## config.mk

```make
export PLATFORM = sky130hd
export DESIGN_NAME = if_streamer_flat
export DESIGN_NICKNAME = d
export VERILOG_FILES = /design/src/rtl/cnn_pkg.sv /design/src/rtl/if_streamer_if.sv /design/src/rtl/if_streamer_skew_buffer.sv /design/src/rtl/if_streamer.sv /design/src/flat_wrapper.sv
export SDC_FILE = /design/constraint.sdc
export NUM_CORES = 1
export LEC_CHECK = 0
export ABC_AREA = 1
export BUFFER_PORTS_ARGS = -buffer_cell sky130_fd_sc_hd__buf_4
export CAP_MARGIN = 5
export CORE_MARGIN = 2
export CORE_UTILIZATION = 54
export DETAILED_ROUTE_END_ITERATION = 7
export PLACE_DENSITY = 0.8
export REMOVE_ABC_BUFFERS = 1
export SYNTH_ARGS = -nofsm -noshare
export SYNTH_HDL_FRONTEND = slang
export SYNTH_SLANG_ARGS = --single-unit
```

## constraint.sdc

```tcl
create_clock -name clk -period 2.3 [get_ports clk]
set_input_delay 0.23 -clock clk [delete_from_list [all_inputs] [get_ports clk]]
set_output_delay 0.23 -clock clk [all_outputs]
set_load 0.05 [all_outputs]
```

## src/rtl/cnn_pkg.sv

```systemverilog
// Shared definitions for the CNN datapath blocks: default array geometry and
// the input-feature streamer state type.
// No ports; imported by the streamer, its interface and its sub-modules.
package cnn_pkg;

  localparam int ROWS_DEF   = 4;
  localparam int DATA_W_DEF = 8;

  typedef enum logic [1:0] {
    IDLE  = 2'd0,
    FETCH = 2'd1,
    DRAIN = 2'd2,
    DONE  = 2'd3
  } if_state_t;

endpackage

```

## src/rtl/if_streamer_if.sv

```systemverilog
// Bundle between the IF controller / IF buffer and the input-feature streamer.
// Control: clr_if, if_read, cfg_base, cfg_len. Buffer: mem_re, mem_addr, mem_rdata.
// Array side: if_data, if_valid, if_done. master = controller/buffer, slave = streamer.
interface if_streamer_if #(
  parameter int DATA_W = cnn_pkg::DATA_W_DEF,
  parameter int ROWS   = cnn_pkg::ROWS_DEF,
  parameter int ADDR_W = 12,
  parameter int LEN_W  = 12
);

  logic                     clr_if;
  logic                     if_read;
  logic [ADDR_W-1:0]        cfg_base;
  logic [LEN_W-1:0]         cfg_len;
  logic                     mem_re;
  logic [ADDR_W-1:0]        mem_addr;
  logic [ROWS*DATA_W-1:0]   mem_rdata;
  logic [ROWS*DATA_W-1:0]   if_data;
  logic [ROWS-1:0]          if_valid;
  logic                     if_done;

  modport master (
    output clr_if, if_read, cfg_base, cfg_len, mem_rdata,
    input  mem_re, mem_addr, if_data, if_valid, if_done
  );

  modport slave (
    input  clr_if, if_read, cfg_base, cfg_len, mem_rdata,
    output mem_re, mem_addr, if_data, if_valid, if_done
  );

endinterface

```

## src/rtl/if_streamer_skew_buffer.sv

```systemverilog
// Per-lane delay lines: lane k is delayed k cycles, carrying data plus valid.
// Latency: lane 0 combinational pass-through, lane k = k cycles.
// No backpressure: advances every cycle; synchronous flush clears all valids.
// Ports: clk, flush, in_vld/in_dat (one full vector), out_vld/out_dat (skewed lanes).
module skew_buffer
  import cnn_pkg::*;
#(
  parameter int ROWS   = ROWS_DEF,
  parameter int DATA_W = DATA_W_DEF
) (
  input  logic                   clk,
  input  logic                   flush,
  input  logic                   in_vld,
  input  logic [ROWS*DATA_W-1:0] in_dat,
  output logic [ROWS-1:0]        out_vld,
  output logic [ROWS*DATA_W-1:0] out_dat
);

  for (genvar k = 0; k < ROWS; k++) begin : g_lane
    if (k == 0) begin : g_pass
      assign out_vld[0]          = in_vld;
      assign out_dat[DATA_W-1:0] = in_vld ? in_dat[DATA_W-1:0] : '0;
    end else begin : g_dly
      logic [DATA_W-1:0] dat_sr [k];
      logic [k-1:0]      vld_sr;

      always_ff @(posedge clk) begin
        if (flush) begin
          vld_sr <= '0;
          for (int i = 0; i < k; i++) dat_sr[i] <= '0;
        end else begin
          vld_sr[0] <= in_vld;
          dat_sr[0] <= in_dat[k*DATA_W +: DATA_W];
          for (int i = 1; i < k; i++) begin
            vld_sr[i] <= vld_sr[i-1];
            dat_sr[i] <= dat_sr[i-1];
          end
        end
      end

      // Data is zeroed whenever its valid is low so idle lanes present 0.
      assign out_vld[k]                  = vld_sr[k-1];
      assign out_dat[k*DATA_W +: DATA_W] = vld_sr[k-1] ? dat_sr[k-1] : '0;
    end
  end

endmodule

```

## src/rtl/if_streamer.sv

```systemverilog
// Fetches cfg_len vectors from the IF buffer and streams them skewed into the array.
// Latency: clr_if edge to if_done = len + ROWS + 1 cycles without stalls.
// Backpressure: if_read low stalls issue (bubble enters pipeline); pipeline never stalls.
// Ports: clk, rst (sync, active-high), bus (if_streamer_if.slave).
module if_streamer
  import cnn_pkg::*;
#(
  parameter int DATA_W = DATA_W_DEF,
  parameter int ROWS   = ROWS_DEF,
  parameter int ADDR_W = 12,
  parameter int LEN_W  = 12
) (
  input  logic         clk,
  input  logic         rst,
  if_streamer_if.slave bus
);

  localparam int DCNT_W = $clog2(ROWS + 1);

  if_state_t         state;
  logic [ADDR_W-1:0] base_q;
  logic [LEN_W-1:0]  len_q;
  logic [LEN_W-1:0]  cnt;
  logic [DCNT_W-1:0] dcnt;
  logic              rd_vld;   // read tag: mem_rdata is valid this cycle
  logic              accept;
  logic              flush;

  assign accept = bus.clr_if && bus.if_read;
  // Any accepted clr_if restarts the job, so in-flight data must not leak out.
  assign flush  = rst || accept;

  always_ff @(posedge clk) begin
    if (rst) begin
      state       <= IDLE;
      base_q      <= '0;
      len_q       <= '0;
      cnt         <= '0;
      dcnt        <= '0;
      rd_vld      <= 1'b0;
      bus.mem_re   <= 1'b0;
      bus.mem_addr <= '0;
      bus.if_done  <= 1'b0;
    end else begin
      bus.mem_re <= 1'b0;
      rd_vld     <= bus.mem_re;
      if (bus.clr_if) bus.if_done <= 1'b0;

      if (accept) begin
        base_q <= bus.cfg_base;
        len_q  <= bus.cfg_len;
        cnt    <= '0;
        dcnt   <= '0;
        rd_vld <= 1'b0;
        if (bus.cfg_len == '0) begin
          state       <= DONE;
          bus.if_done <= 1'b1;
        end else begin
          state <= FETCH;
        end
      end else begin
        case (state)
          FETCH: begin
            if (bus.if_read) begin
              bus.mem_re   <= 1'b1;
              bus.mem_addr <= base_q + ADDR_W'(cnt);
              cnt          <= cnt + LEN_W'(1);
              if (cnt + LEN_W'(1) == len_q) state <= DRAIN;
            end
          end
          DRAIN: begin
            // Counted from the final issue; the last lane of the last vector
            // is on the outputs in the cycle where dcnt reaches ROWS.
            if (dcnt == DCNT_W'(ROWS)) begin
              state       <= DONE;
              bus.if_done <= 1'b1;
            end else begin
              dcnt <= dcnt + DCNT_W'(1);
            end
          end
          default: ;
        endcase
      end
    end
  end

  skew_buffer #(
    .ROWS   (ROWS),
    .DATA_W (DATA_W)
  ) u_skew (
    .clk     (clk),
    .flush   (flush),
    .in_vld  (rd_vld),
    .in_dat  (bus.mem_rdata),
    .out_vld (bus.if_valid),
    .out_dat (bus.if_data)
  );

endmodule
```

## src/flat_wrapper.sv

```systemverilog
// flat-port wrapper written by rule: the top's interface ports become plain ports
module if_streamer_flat import cnn_pkg::*;
#(
  parameter int DATA_W = DATA_W_DEF,
  parameter int ROWS   = ROWS_DEF,
  parameter int ADDR_W = 12,
  parameter int LEN_W  = 12
)
  (clk, rst, bus_clr_if, bus_if_read, bus_cfg_base, bus_cfg_len, bus_mem_rdata, bus_mem_re, bus_mem_addr, bus_if_data, bus_if_valid, bus_if_done);
  if_streamer_if #(.DATA_W(DATA_W), .ROWS(ROWS), .ADDR_W(ADDR_W), .LEN_W(LEN_W)) bus_i ();
  input  logic clk;
  input  logic rst;
  input wire logic [$bits(bus_i.clr_if)-1:0] bus_clr_if;
  input wire logic [$bits(bus_i.if_read)-1:0] bus_if_read;
  input wire logic [$bits(bus_i.cfg_base)-1:0] bus_cfg_base;
  input wire logic [$bits(bus_i.cfg_len)-1:0] bus_cfg_len;
  input wire logic [$bits(bus_i.mem_rdata)-1:0] bus_mem_rdata;
  output wire logic [$bits(bus_i.mem_re)-1:0] bus_mem_re;
  output wire logic [$bits(bus_i.mem_addr)-1:0] bus_mem_addr;
  output wire logic [$bits(bus_i.if_data)-1:0] bus_if_data;
  output wire logic [$bits(bus_i.if_valid)-1:0] bus_if_valid;
  output wire logic [$bits(bus_i.if_done)-1:0] bus_if_done;
  assign bus_i.clr_if = bus_clr_if;
  assign bus_i.if_read = bus_if_read;
  assign bus_i.cfg_base = bus_cfg_base;
  assign bus_i.cfg_len = bus_cfg_len;
  assign bus_i.mem_rdata = bus_mem_rdata;
  assign bus_mem_re = bus_i.mem_re;
  assign bus_mem_addr = bus_i.mem_addr;
  assign bus_if_data = bus_i.if_data;
  assign bus_if_valid = bus_i.if_valid;
  assign bus_if_done = bus_i.if_done;
  if_streamer #(.DATA_W(DATA_W), .ROWS(ROWS), .ADDR_W(ADDR_W), .LEN_W(LEN_W)) u_core (.clk(clk), .rst(rst), .bus(bus_i));
endmodule
```

==> impl_metrics.tcl <==
set metrics [dict create \
    netlist_instances 684 \
    yosys.area.top_type_share_pct 44.4 \
    antenna_found_initial 0 \
    overflow 0 \
    ir_drop_uv 330 \
    crit_buf_inv 1 \
    ys.flop_type "dfxtp_1" \
    clkTransAtPathRegs_ps 120 \
    async_flop_share_pct 0 \
    diodes 0 \
    nNetsFinal 860 \
    postCtsSetupBuffers 0 \
    synth.area.top_cells "dfxtp_1 44%, inv_1 11%, nor2_1 9.0%, nand2_1 8.2%, o21ai_0 4.8%" \
    slowest_delay_ps 500 \
    wl_per_cell_um 11.9 \
    htreeDepth 3 \
    skew_ps 13.2 \
    core_um2 8680 \
    core.rowCount 34 \
    synth-seq-cells 107 \
    synth_compound_area_share_pct 10.8 \
    cts_tree "done" \
    pin_count 110 \
    dp.cells 880 \
    initial_core_util_pct 55.6 \
    area_growth_pct 22.6 \
    wl_um 10700 \
    die_h_um 98.6 \
    ys_warn_count 0 \
    worst_pin_slew_ps 803 \
    synth_mux_area_share_pct 0 \
    cts.sinks 107 \
    grt_first_pass_wirelength_um 18200 \
    via_per_inst 5.00 \
    synth_edf_count 0 \
    crit_fanout 8 \
    place_area_um2 5700 \
    timing.fmax_mhz 477 \
    maxCapViolCount 0 \
    synth-xor-area-share_pct 1.27 \
    hold_violations 0 \
    die_x_um 98.6 \
    synth_most_common_cell "inv_1" \
    drc 0 \
    yosys.area_share.adder_pct 4.56 \
    cts_buffers 9 \
    synth.largest_area_cell "dfxtp_1" \
    finalMaxSlewViolations 0 \
    start_kind "register" \
    synthSimpleGateAreaFrac_pct 25.2 \
    detail-route-antenna-nets 0 \
    leakage_uw 0.00313 \
    fin_cells 896 \
    cts-resized-gates 0 \
    grt_max_degree 55 \
    layout-drive-gt1-share_pct 18.7 \
    cts-hold-fix-buffers 0 \
    status "finished clean" \
    grt.total_usage_pct 22.8 \
    synth_seq_area_share_pct 44.4 \
    synth_top_family_by_area "simple AND/OR/NAND/NOR gates" \
    hpwl_um 7960 \
    hp-class "input pin to register" \
    setup.worst_path.class "register to register" \
    finalPower_uw 3620 \
    design_area_um2 5920 \
    path_cells "ha_1 > a21oi_1 > nor2_1 > nor4_1 > nor2_1 > nor2_1 > xor2_1 > o21ai_0 > inv_1" \
    clock_latency_ps 380 \
    grt_pass1_vias 4245 \
    critPathCaptureType "register" \
    first_pass_iters 4 \
    drtIter0Drc 175 \
    required_ps 2590 \
    hold-worst-slack_ps 59.9 \
    io_buffers 109 \
    die_area_um2 9710 \
    ctsLongestPathBuffers 2 \
    fin_crit_sh_pct 91.2 \
    fin_crit_ps 2100 \
    arrival_ps 2390 \
    synth_area_um2 4830 \
    powerDensity_nw_per_um2 611 \
    path_common_cell "nor2_1" \
    rsz0062_at_grt "no" \
    avgSynthCellArea_um2 7.06 \
    cts-root-buf "clkbuf_8" \
    crit_path_top_delay_cell "dfxtp_1" \
    setup_viol 0 \
    cp_top_family "simple AND/OR/NAND/NOR gates" \
    tns_ps 0 \
    synth_commonest_cells "147 x inv_1, 116 x nor2_1, 107 x dfxtp_1" \
    routabilityCongestion 0.939 \
    synth_cell_types 35 \
    vias 4476 \
    slew_headroom_pct 46.4 \
]
## report_power, final
| group | total, uW | internal, uW | switching [uW] |
|---|---|---|---|
| combinational | 445 | 188 | 257 |
| sequential | 1990 | 1940 | 55.8 |
| clock | 1180 | 445 | 735 |
## logic make-up (layout without fill, tap and decap cells)
kind of cell	Yosys count	count (layout)
compound gates	94	94
xor+xnor	7	7
fa+ha+maj	17	17
buf+inv	174	278
flops	107	107
simple gates	285	285
## cell type report
type / count / area, um^2
fillers: 749 / 2760
flip-flops and latches: 107 / 2140
multi-input cells: 403 / 2020
repair buffers: 113 / 848
inverters: 149 / 559
well taps: 108 / 135
clock buffers: 9 / 124
clock inverters: 7 / 93.8
## metal layers
layer,vias up,share of wire [%],global-route usage [%]
met3,29,7.3,4.54
li1,2287,-,-
met4,0,2.8,10.0
met5,-,0,0
met1,2013,41,25.6
met2,147,49,41.5
## layout by cell type, fill, tap and decap left out
master / Yosys / final
a211oi_1: 1 / 1
a21o_1: 1 / 1
a21oi_1: 29 / 29
a21oi_2: 1 / 1
a221oi_1: 1 / 1
buf_4: 3 / 113
clkbuf_8: 0 / 9
clkinv_8: 0 / 4
dfxtp_1: 107 / 107
fa_1: 1 / 1
ha_1: 16 / 16
inv_1: 147 / 147
inv_2: 2 / 2
inv_6: 0 / 2
inv_8: 0 / 1
nand2_1: 106 / 106
nand2_2: 7 / 7
nand3_1: 33 / 33
nand3_2: 2 / 2
nand3b_1: 4 / 4
nand4_1: 4 / 4
nor2_1: 116 / 116
nor2_2: 1 / 1
nor2_4: 2 / 2
nor2_8: 1 / 1
nor3_1: 3 / 3
nor4_1: 4 / 4
o2111ai_1: 1 / 1
o211ai_1: 8 / 8
o21ai_0: 46 / 46
o21ai_1: 2 / 2
o221ai_1: 2 / 2
o31ai_1: 2 / 2
or2_2: 2 / 2
xnor2_1: 2 / 2
xor2_1: 5 / 5
## state kept, by name, indices dropped and copies added, names as in the netlist
register                           count
u_core.bus.if_done                     1
u_core.bus.mem_addr                   12
u_core.dcnt                            3
u_core.state                           2
u_core.rd_vld                          1
u_core.base_q                         12
u_core.u_skew.g_lane.g_dly.vld_sr      3
u_core.len_q                          12
u_core.bus.mem_re                      1
u_core.cnt                            12
u_core.u_skew.g_lane.g_dly.dat_sr     48
## worst reg2reg max path, cell delays in order, from the launching register on
cell and delay (ps):
dfxtp_1 500, ha_1 350, a21oi_1 180, nor2_1 80
nor4_1 440, nor2_1 80, nor2_1 130, xor2_1 70
o21ai_0 140, inv_1 50
## per-stage QoR
| step | util (%) | worst slack [ps] |
|---|---|---|
| 2_1_floorplan | - | 249 |
| 3_3_place_gp | 65.7 | 315 |
| 3_5_place_dp | 65.7 | 286 |
| 4_1_cts | 68.2 | 245 |
| 5_1_grt | 68.2 | 34.9 |
| 6_report | 68.2 | 203 |
## path summary, 6_finish.rpt
check | from | to | slack, ps | cells after the start
setup reg to reg | u_core.cnt[3] | u_core.bus.mem_addr[8] | 200 | 9
setup / recovery | u_core.cnt[3] | u_core.bus.mem_addr[8] | 200 | 9
hold reg to reg | u_core.u_skew.g_lane[2].g_dly.dat_sr[0][4] | u_core.u_skew.g_lane[2].g_dly.dat_sr[0][12] | 410 | 2
hold / removal | bus_mem_rdata[24] | u_core.u_skew.g_lane[3].g_dly.dat_sr[0][0] | 60 | 3
No activity file was read; power rests on OpenSTA's default activity.
